`src/rtl/adder_share_arbiter_pkg.sv`:
```
// Shared types and constants for the two-requester shared-adder arbiter.
package adder_share_arbiter_pkg;

    localparam int unsigned DATA_W_DEFAULT = 64;
    localparam int unsigned ID_W           = 1;

    typedef enum logic [1:0] {
        StIdle = 2'd0,
        StExec = 2'd1,
        StResp = 2'd2
    } state_t;

endpackage

```
`src/rtl/adder_rr_pick.sv`:
```
// Two-way round-robin pick: on a tie the requester not granted last wins.
module adder_rr_pick (
    input  logic [1:0] req_valid,
    input  logic       last_grant,
    input  logic       enable,
    output logic [1:0] grant
);

    always_comb begin
        grant = 2'b00;
        if (enable) begin
            if (req_valid == 2'b11) begin
                grant = last_grant ? 2'b01 : 2'b10;
            end else begin
                grant = req_valid;
            end
        end
    end

endmodule

```
`src/rtl/sixtyfour_bit_carry_lookahead_adder.sv`:
```
// 64-bit adder built from 4-bit carry-lookahead groups with the group carries chained.
module sixtyfour_bit_carry_lookahead_adder (
    input  logic [63:0] a,
    input  logic [63:0] b,
    input  logic        cin,
    output logic [63:0] sum,
    output logic        cout
);

    logic [63:0] g;
    logic [63:0] p;
    logic [64:0] c;

    assign g = a & b;
    assign p = a ^ b;

    always_comb begin
        c    = '0;
        c[0] = cin;
        for (int k = 0; k < 64; k += 4) begin
            c[k+1] = g[k] | (p[k] & c[k]);
            c[k+2] = g[k+1] | (p[k+1] & g[k]) | (p[k+1] & p[k] & c[k]);
            c[k+3] = g[k+2] | (p[k+2] & g[k+1]) | (p[k+2] & p[k+1] & g[k])
                   | (p[k+2] & p[k+1] & p[k] & c[k]);
            c[k+4] = g[k+3] | (p[k+3] & g[k+2]) | (p[k+3] & p[k+2] & g[k+1])
                   | (p[k+3] & p[k+2] & p[k+1] & g[k])
                   | (p[k+3] & p[k+2] & p[k+1] & p[k] & c[k]);
        end
    end

    assign sum  = p ^ c[63:0];
    assign cout = c[64];

endmodule

```
`src/rtl/adder_share_arbiter.sv`:
```
// Arbitrates two requesters onto one shared 64-bit adder (IDLE -> EXEC -> RESP).
// Define ADDER_SHARE_FLAGS_EN to add the registered N/Z/C/V flag outputs.
module adder_share_arbiter
    import adder_share_arbiter_pkg::*;
#(
    parameter int unsigned DATA_W = DATA_W_DEFAULT
) (
    input  logic              clk,
    input  logic              reset_n,
    input  logic [1:0]        req_valid,
    output logic [1:0]        req_ready,
    input  logic [DATA_W-1:0] req0_a,
    input  logic [DATA_W-1:0] req0_b,
    input  logic              req0_sub,
    input  logic [DATA_W-1:0] req1_a,
    input  logic [DATA_W-1:0] req1_b,
    input  logic              req1_sub,
    output logic              rsp_valid,
    input  logic              rsp_ready,
    output logic              rsp_id,
    output logic [DATA_W-1:0] rsp_sum,
    output logic              rsp_cout
`ifdef ADDER_SHARE_FLAGS_EN
    ,
    output logic              rsp_n,
    output logic              rsp_z,
    output logic              rsp_c,
    output logic              rsp_v
`endif
);

    state_t            state_q;
    logic [ID_W-1:0]   last_q;
    logic [ID_W-1:0]   id_q;
    logic [DATA_W-1:0] a_q;
    logic [DATA_W-1:0] b_q;
    logic              sub_q;

    logic              accept_en;
    logic [1:0]        grant;
    logic              accept;
    logic              grant_id;
    logic [DATA_W-1:0] sel_a;
    logic [DATA_W-1:0] sel_b;
    logic              sel_sub;
    logic [DATA_W-1:0] b_eff;
    logic [DATA_W-1:0] add_sum;
    logic              add_cout;

    // Gated by reset_n so req_ready reads 0 while reset is held.
    assign accept_en = reset_n & ((state_q == StIdle) | ((state_q == StResp) & rsp_ready));

    adder_rr_pick u_rr_pick (
        .req_valid  (req_valid),
        .last_grant (last_q),
        .enable     (accept_en),
        .grant      (grant)
    );

    assign req_ready = grant;
    assign accept    = |grant;
    assign grant_id  = grant[1];
    assign sel_a     = grant_id ? req1_a   : req0_a;
    assign sel_b     = grant_id ? req1_b   : req0_b;
    assign sel_sub   = grant_id ? req1_sub : req0_sub;

    assign b_eff = sub_q ? ~b_q : b_q;

    sixtyfour_bit_carry_lookahead_adder u_adder (
        .a    (a_q),
        .b    (b_eff),
        .cin  (sub_q),
        .sum  (add_sum),
        .cout (add_cout)
    );

    always_ff @(posedge clk or negedge reset_n) begin
        if (!reset_n) begin
            state_q   <= StIdle;
            last_q    <= 1'b1;
            id_q      <= '0;
            a_q       <= '0;
            b_q       <= '0;
            sub_q     <= 1'b0;
            rsp_valid <= 1'b0;
            rsp_id    <= 1'b0;
            rsp_sum   <= '0;
            rsp_cout  <= 1'b0;
`ifdef ADDER_SHARE_FLAGS_EN
            rsp_n     <= 1'b0;
            rsp_z     <= 1'b0;
            rsp_c     <= 1'b0;
            rsp_v     <= 1'b0;
`endif
        end else begin
            unique case (state_q)
                StIdle: begin
                    if (accept) begin
                        a_q     <= sel_a;
                        b_q     <= sel_b;
                        sub_q   <= sel_sub;
                        id_q    <= grant_id;
                        last_q  <= grant_id;
                        state_q <= StExec;
                    end
                end
                StExec: begin
                    rsp_sum   <= add_sum;
                    rsp_cout  <= add_cout;
                    rsp_id    <= id_q;
                    rsp_valid <= 1'b1;
`ifdef ADDER_SHARE_FLAGS_EN
                    rsp_n     <= add_sum[DATA_W-1];
                    rsp_z     <= (add_sum == '0);
                    rsp_c     <= add_cout;
                    // Signed overflow: operands agree in sign, result does not.
                    rsp_v     <= (a_q[DATA_W-1] == b_eff[DATA_W-1]) &
                                 (add_sum[DATA_W-1] != a_q[DATA_W-1]);
`endif
                    state_q   <= StResp;
                end
                StResp: begin
                    if (rsp_ready) begin
                        rsp_valid <= 1'b0;
                        if (accept) begin
                            a_q     <= sel_a;
                            b_q     <= sel_b;
                            sub_q   <= sel_sub;
                            id_q    <= grant_id;
                            last_q  <= grant_id;
                            state_q <= StExec;
                        end else begin
                            state_q <= StIdle;
                        end
                    end
                end
                default: state_q <= StIdle;
            endcase
        end
    end

endmodule

```
`config.mk`:
```
export PLATFORM = sky130hd
export DESIGN_NAME = adder_share_arbiter
export DESIGN_NICKNAME = d
export VERILOG_FILES = /design/src/rtl/adder_share_arbiter_pkg.sv /design/src/rtl/adder_rr_pick.sv /design/src/rtl/sixtyfour_bit_carry_lookahead_adder.sv /design/src/rtl/adder_share_arbiter.sv
export SDC_FILE = /design/constraint.sdc
export NUM_CORES = 1
export LEC_CHECK = 0
export ABC_AREA = 1
export CAP_MARGIN = 0
export CORE_MARGIN = 2
export CORE_UTILIZATION = 47
export CTS_CLUSTER_SIZE = 40
export DETAILED_ROUTE_END_ITERATION = 16
export GPL_TIMING_DRIVEN = 0
export HOLD_SLACK_MARGIN = 0.1
export PLACE_DENSITY = 0.89
export SLEW_MARGIN = 20
export SYNTH_ARGS = -nofsm -noshare
export SYNTH_HDL_FRONTEND = slang
export SYNTH_SLANG_ARGS = --single-unit
```
`constraint.sdc`:
```
create_clock -name clk -period 6.1 [get_ports clk]
set_clock_uncertainty 0.05 [all_clocks]
set_input_delay 1.83 -clock clk [delete_from_list [all_inputs] [get_ports clk]]
set_output_delay 1.83 -clock clk [all_outputs]
set_load 0.1 [all_outputs]
```
Yosys cells after proc, flatten, opt, wreduce, memory -nomap -nowiden --
Index checks and enable logic that the tools add are counted.
Storage, ports and cells: register bits 200, input bits 263, output and inout port bits 69, logic and storage cells 473
Cells by class: equal/unequal tests 5, mux-type cells 28, bitwise logic cells 423, reduce and logical (&&, ||, !) cells 7
Operator list (number):
- $mux 64 | 7
- $and 1x1->1 | 258
- $pmux 64 s2 | 2
- $or 1x1->1 | 161
- $xor 64x64->64 | 2
- $and 64x64->64 | 1
- $not 64->64 | 1
- $mux 2 | 5
- $mux 1 | 9
- $pmux 1 s2 | 4
- $pmux 2 s3 | 1
- $reduce_and 2->1 | 3
- $eq 2x2->1 const B | 2
- $ne 2x2->1 const B | 2
- $reduce_bool 2->1 | 2
- $eq 2x1->1 const B | 1
- $logic_not 2->1 | 1
- $reduce_or 2->1 | 1

Logic depth before layout (Yosys ltp) --
Gate-level depths: netlist of the first run.
word-level depth 39, gate-level depth with buffers 42

Modules after synthesis --
A second synthesis of the first run with hierarchy kept.
Unflattened totals: cell total of the unflattened synthesis 1703, area, all modules 12617.1 sq um
Modules (own cells, without submodules):
- adder_share_arbiter | instances 1, cells each 1353, area each 9925.8 sq um, seq. area each 5006.1 sq um
- sixtyfour_bit_carry_lookahead_adder | instances 1, cells each 345, area each 2670.1 sq um, seq. area each 0.0 sq um
- adder_rr_pick | instances 1, cells each 5, area each 21.3 sq um, seq. area each 0.0 sq um

Worst setup path before layout of the first run --
Ideal clock, no wire load.
path type input -> output, start point in rsp_ready, end point out req_ready[0], arrival 4.266 ns, data required time 4.220 ns, slack -0.046 ns, cell stages on the path 3, path buffers 0, cell sequence nand3b_1 -> nand3_1 -> a211oi_1
Between the ends: cells in the longest elaborated chain, start to end 4
RTL lines:
- from (decl) | line adder_share_arbiter.sv:19 | input logic rsp_ready,
- $and 1x1->1 | line adder_share_arbiter.sv:51 | assign accept_en = reset_n & ((state_q == StIdle) | ((state_q == StResp) & rsp_ready));
- $or 1x1->1 | line adder_share_arbiter.sv:51
- $and 1x1->1 | line adder_share_arbiter.sv:51
- $mux 2 | line adder_rr_pick.sv:11 | if (enable) begin
- to (decl) | line adder_share_arbiter.sv:11 | output logic [1:0] req_ready,
Every way passes these cells.

Final worst setup path of the first run --
start point in reset_n, end point out req_ready[1]
Between the ends: cells in the longest elaborated chain, start to end 2
RTL lines:
- from (decl) | line adder_share_arbiter.sv:9 | input logic reset_n,
- $and 1x1->1 | line adder_share_arbiter.sv:51
- $mux 2 | line adder_rr_pick.sv:11
Every way passes these cells.

==> results of run 1 <==
[synthesized netlist by cell type]
cell type | instances | area, um^2
a211oi_1 | 2 | 15.01
a21o_1 | 1 | 7.510
a21oi_1 | 40 | 200.2
a21oi_2 | 1 | 8.760
a31oi_1 | 131 | 819.5
and3_1 | 1 | 6.260
buf_1 | 2 | 7.510
buf_4 | 1 | 7.510
clkbuf_1 | 74 | 277.8
clkinv_1 | 1 | 3.750
dfrtp_1 | 199 | 4980
dfstp_2 | 1 | 26.28
fa_1 | 15 | 300.3
ha_1 | 64 | 800.8
inv_1 | 74 | 277.8
inv_2 | 2 | 7.510
mux2i_1 | 1 | 10.01
nand2_1 | 397 | 1490
nand2_2 | 8 | 50.05
nand3_1 | 16 | 80.08
nand3_2 | 1 | 10.01
nand3b_1 | 1 | 7.510
nand4_1 | 1 | 6.260
nor2_1 | 157 | 589.3
nor3_1 | 2 | 10.01
o211ai_1 | 1 | 7.510
o21ai_0 | 72 | 360.4
o21ai_1 | 3 | 15.01
o21bai_1 | 11 | 82.58
xnor2_1 | 16 | 140.1
xor2_1 | 90 | 788.3
[cells by family after synthesis]
group	count (synthesis)
simple gates	584
compound gates	262
buf+inv	154
xor+xnor	106
fa+ha+maj	79
mux	1
flops	200
[per-layer routing]
layer	vias up	routed length (um)
met5	-	0
met4	0	1782
li1	5233	-
met1	5287	14570
met2	485	18450
met3	104	2274
[cell type report]
class,instances,area (um^2),area share [%]
diodes,1,2.502,0.01586
plain buffers,76,289.0,1.832
clock buffers,22,464.2,2.943
clock inverters,9,141.4,0.8963
inverters,77,289.0,1.832
multi-input cells,1032,5813,36.85
flip-flops and latches,200,5006,31.73
well taps,319,399.1,2.530
repair buffers,333,3371,21.37
[power by group through the flow]
stage               registers [mW]  logic (mW)  clock network (mW)
finish                        2.31        6.65                1.19
global route                  2.37        7.26                1.26
CTS                           2.31        6.62                1.19
detailed placement            2.33        6.54                   0
global placement              2.30        6.28                   0
floorplan                     3.73        3.38                   0
[what timing repair did]
item	in CTS	in global routing
setup endpoints to repair	1	6
resized for setup	5	2
setup buffers	0	0
pin swaps	0	0
[final timing paths]
| kind | from | end | slack (ps) | cells past startpoint |
|---|---|---|---|---|
| max | reset_n | req_ready[1] | 180 | 6 |
| min in group asynchronous | reset_n | a_q[12]$_DFFE_PN0P_ | 1330 | 2 |
| min | rsp_sum[44]$_DFFE_PN0P_ | rsp_sum[44]$_DFFE_PN0P_ | 440 | 2 |
| max reg2reg | sub_q$_DFFE_PN0P_ | rsp_sum[61]$_DFFE_PN0P_ | 710 | 38 |
| min reg2reg | rsp_sum[44]$_DFFE_PN0P_ | rsp_sum[44]$_DFFE_PN0P_ | 440 | 2 |
| max in group asynchronous | reset_n | last_q$_DFFE_PN1P_ | 4190 | 2 |
[state kept, by name, summed over array words and instances, names as in the netlist]
register,flops
state_q,2
b_q,64
a_q,64
rsp_cout,1
rsp_id,1
sub_q,1
rsp_sum,64
id_q,1
rsp_valid,1
last_q,1
[worst max-delay path, delay by kind of cell]
| kind | cells | cell delay, ps |
|---|---|---|
| and+or+nand+nor | 2 | 640 |
| buffers and inverters | 4 | 1470 |
==> metrics.txt, run 1 <==
full die area=0.02550 mm^2; DP Area=0.01517 mm^2; Max Cap Viol=0; CTS tree=built; RSZ-0062 raised after global routing=no; Synth Area in XOR/XNOR=8.148%; CP arrival=4040 ps; DRC errors left=0; multiplexer share of the synthesized area=0.08785%; total grt overflow=0; Placer Congestion=0.9498; Fill cells=1871; Net Sw Frac=52.84%; sequential element share of the synthesized area=43.94%; Worst Path Required=4220 ps; Placed Cells=2038; cell internal pwr=4.789 mW; commonest non-fill, non-tap cell in the layout=nand2_1; Die Span X=159.7 um; register share of total power=22.8%; CORE AREA=0.02361 mm^2; CP endpoint kind=primary output; Setup Slack @ Placement=-626.3 ps; Gate power share=65.5%; synth unique cells=31; crit path time final=5915 ps; Setup WS post-layout=184.5 ps; Clk pwr share=11.8%; iteration count of the initial detailed-routing pass=6; Vias/cell=5.369; Worst setup SP type=input port; M3 GR Usage=4.727%; Worst-Skew Late Latency=450 ps; layout cell share with drive strength beyond 1=2.744%; VDD IR max=0.0003465 V; Synth Area in Adders=9.664%; gr usage total=29.38%; Finished Cell Area=0.01578 mm^2; H-tree depth=4; Area growth, synth to finish=38.46%; root buf cell=clkbuf_16; num ports=332; Min Hold Slack=438.9 ps; DR iter-0 viols=882; leading cell types in the layout, fill and taps excluded=397 x nand2_1, 328 x clkdlybuf4s50_1, 199 x dfrtp_1; relative slew slack=24.81%; Pwr per Cell Area=643.7 mW/mm^2; largest family of logic cells by synthesized area=simple AND/OR/NAND/NOR gates; Max Freq=169.0 MHz; NetSw=5.366 mW; Tcrit/Tclk final=96.98%; Worst Tran Pin Value=1128 ps; nets=2079; global routing met2 resource utilization=50.79%; gr busiest metal=met2; final wirelength=37080 um; initial core utilization=48.25%; largest fanout on the critical path=101; CTS hold repair buffers=0; WL/cell=17.92 um; status=finished clean; post-synthesis compound-gate area fraction=13.31%; worst-path cell chain=buf_8 -> buf_16 -> nand3_1 -> nor2_2 -> clkbuf_1 -> buf_2; clk slew on worst S/H paths=60 ps; Leak Pwr=7.035 nW; simple-gate portion of the synthesized area=19.75%; Post-Synthesis Cells=1386; DP HPWL=28580 um; Max stage delay on crit path=530 ps; initial antenna violation count=1; Longest Clk Path Bufs=2; Hold Path Class=flip-flop to flip-flop; pin count of the biggest net entering global routing=102; Mapped Nets=1728; non-filler cells, final=2069; Die Span Y=159.7 um; final core occ=66.81%; clock sink count=200; met1 usage=35.96%; Worst path slowest cell=buf_2; FF+latch count, synth=200; Slew Viols, Final=0; via count=11110; Mapped Avg Cell Area=8.220 um^2; TritonCTS buffer count=17; vias in the first global route=11300; first-pass GRT wire length=58940 um; Synth Cell Area=0.01139 mm^2; total negative setup slack=0 ps; yosys warns=0; Core Rows=56; Port Buffer Count=331; Final setup viols=0; Pwr Total=10.16 mW; endpoints failing hold=0; CP Class=input port to primary output; Antenna Nets Post-Route=0
Note: power is estimated with default switching activity, not from simulation.
==> run 2: changes to the inputs <==
CORE_UTILIZATION = 45   (was 47)
PLACE_DENSITY = 0.86   (was 0.89)
clock period = 6.6 ns   (was 6.1 ns; I/O delays follow)
==> run 2 against run 1 <==
Net effect:
- register-to-register slack lost 110 ps
- power shrank 8.5%
- combinational power shrank 8.1%
- via count shrank 1.1%
- first-iteration DRC count shrank 8.5%
- cell count grew 0.77%
- sequential cell count is the same
- non-clock buffer count grew 1
- critical endpoint unchanged
==> metrics.txt, run 2 (same netlist as run 1, synthesis figures left out) <==
full die area=0.02661 mm^2; Core Rows=58; Die Span X=163.1 um; Worst-Skew Late Latency=440 ps; CTS hold repair buffers=0; final core occ=63.01%; via count=10990; initial antenna violation count=4; Hold Path Stages=2; clk slew on worst S/H paths=70 ps; Longest Clk Path Bufs=2; CORE AREA=0.02504 mm^2; CTS tree=built; status=finished clean; Max Cap Viol=0; NetSw=4.952 mW; H-tree depth=4; Area growth, synth to finish=38.47%; worst-path cell chain=clkdlybuf4s50_1 -> nand3b_1 -> nand3_1 -> nor2_1 -> clkbuf_1 -> clkdlybuf4s15_2; Fill cells=2137; CP endpoint kind=primary output; Max stage delay on crit path=650 ps; cts repair resizes=3; CP Class=input port to primary output; relative slew slack=25.33%; gr usage total=27.65%; Hold Startpoint=rsp_sum[35]$_DFFE_PN0P_; Placed Cells=2049; biggest regs=a_q: 64 flops, b_q: 64 flops, rsp_sum: 64 flops; Hold Path Class=flip-flop to flip-flop; Worst Tran Pin Value=1120 ps; Max Freq=156.2 MHz; Worst setup startpoint=rsp_ready; DRC errors left=0; vias in the first global route=11030; DP HPWL=29060 um; Clk pwr share=11.5%; WL/cell=17.67 um; clock sink count=200; non-filler cells, final=2085; Vias/cell=5.272; worst path bufs/invs=3; Post-CTS Setup Inserts=0; RSZ-0062 raised after global routing=no; Die Span Y=163.1 um; worst reg2reg startpoint=sub_q$_DFFE_PN0P_; iteration count of the initial detailed-routing pass=6; Worst setup SP type=input port; layout cell share with drive strength beyond 1=2.856%; register share of total power=22.9%; worst r2r path cells=41; Placer Congestion=0.9295; CP arrival=4370 ps; initial core utilization=45.51%; crit path time final=6401 ps; TritonCTS buffer count=17; largest fanout on the critical path=10; Worst Path Required=4570 ps; Worst path top cell family by delay=buffers and inverters; Antenna Nets Post-Route=0; Gate power share=65.7%; final wirelength=36840 um; Tcrit/Tclk final=96.98%; nets=2080; Port Buffer Count=331; root buf cell=clkbuf_16; Worst path slowest cell=clkdlybuf4s15_2; Slew Viols, Final=0; first-pass GRT wire length=57160 um; pin count of the biggest net entering global routing=95; num ports=332; total grt overflow=0; leading cell types in the layout, fill and taps excluded=397 x nand2_1, 329 x clkdlybuf4s50_1, 199 x dfrtp_1; DR iter-0 viols=807; Leak Pwr=7.022 nW; Net Sw Frac=53.28%; cell internal pwr=4.343 mW; VDD IR max=0.0004155 V; endpoints failing hold=0; Final setup viols=0; critical path depth in cells=6; Pwr per Cell Area=589.2 mW/mm^2; commonest non-fill, non-tap cell in the layout=nand2_1
-- run 2: path summary, 6_finish.rpt --
kind                            slack [ps]                 endpoint
worst max-delay path                   200             req_ready[1]
worst min-delay path                   430  rsp_sum[35]$_DFFE_PN0P_
worst max register to register         600  rsp_sum[61]$_DFFE_PN0P_
worst min register to register         430  rsp_sum[35]$_DFFE_PN0P_
max in group asynchronous             4010  rsp_sum[44]$_DFFE_PN0P_
min in group asynchronous             1340      a_q[10]$_DFFE_PN0P_
-- run 2: metrics by stage --
stage	setup slack [ps]	hold slack [ps]	total power, mW	TNS (ps)	cell area [um^2]
detailed placement	-408.0	415.9	8.222	-408.0	15180
global placement	-8085	403.4	7.941	-1778580	15120
floorplan	153.9	438.6	6.576	0	11390
CTS	179.0	435.1	9.294	0	15770
global route	91.82	453.8	10.02	0	15780
finish	199.1	433.9	9.296	0	15780
-- run 2: tightest hold or removal path: stages, from the launching register on --
cell and delay (ps):
dfrtp_1 350, nand2_1 50, o21ai_0 50
-- run 2: layout make-up --
class / count / area [um^2] / share of cell area (%)
clock inverter: 15 / 160.2 / 1.015
timing repair buffer: 333 / 3374 / 21.39
antenna: 4 / 10.01 / 0.06345
multi-input combinational: 1032 / 5806 / 36.80
sequential: 200 / 5006 / 31.73
clock buffer: 17 / 425.4 / 2.696
inverter: 77 / 289.0 / 1.832
buffer: 77 / 292.8 / 1.856
tap: 330 / 412.9 / 2.617
-- run 2: metal layers --
layer  GRT usage [%]  vias up  part of all wire (%)
met5               0        -                     0
met4           13.56        0                   4.2
met3           3.403      101                   5.3
met2           48.04      412                    51
met1           34.13     5234                    40
li1                -     5245                     -
-- run 2: power groups by stage --
stage / registers, mW / clock network, mW / logic (mW)
after floorplan: 3.45 / 0 / 3.13
after global placement: 2.12 / 0 / 5.82
after detailed placement: 2.14 / 0 / 6.08
after CTS: 2.12 / 1.07 / 6.10
after global routing: 2.18 / 1.12 / 6.72
final: 2.12 / 1.07 / 6.11
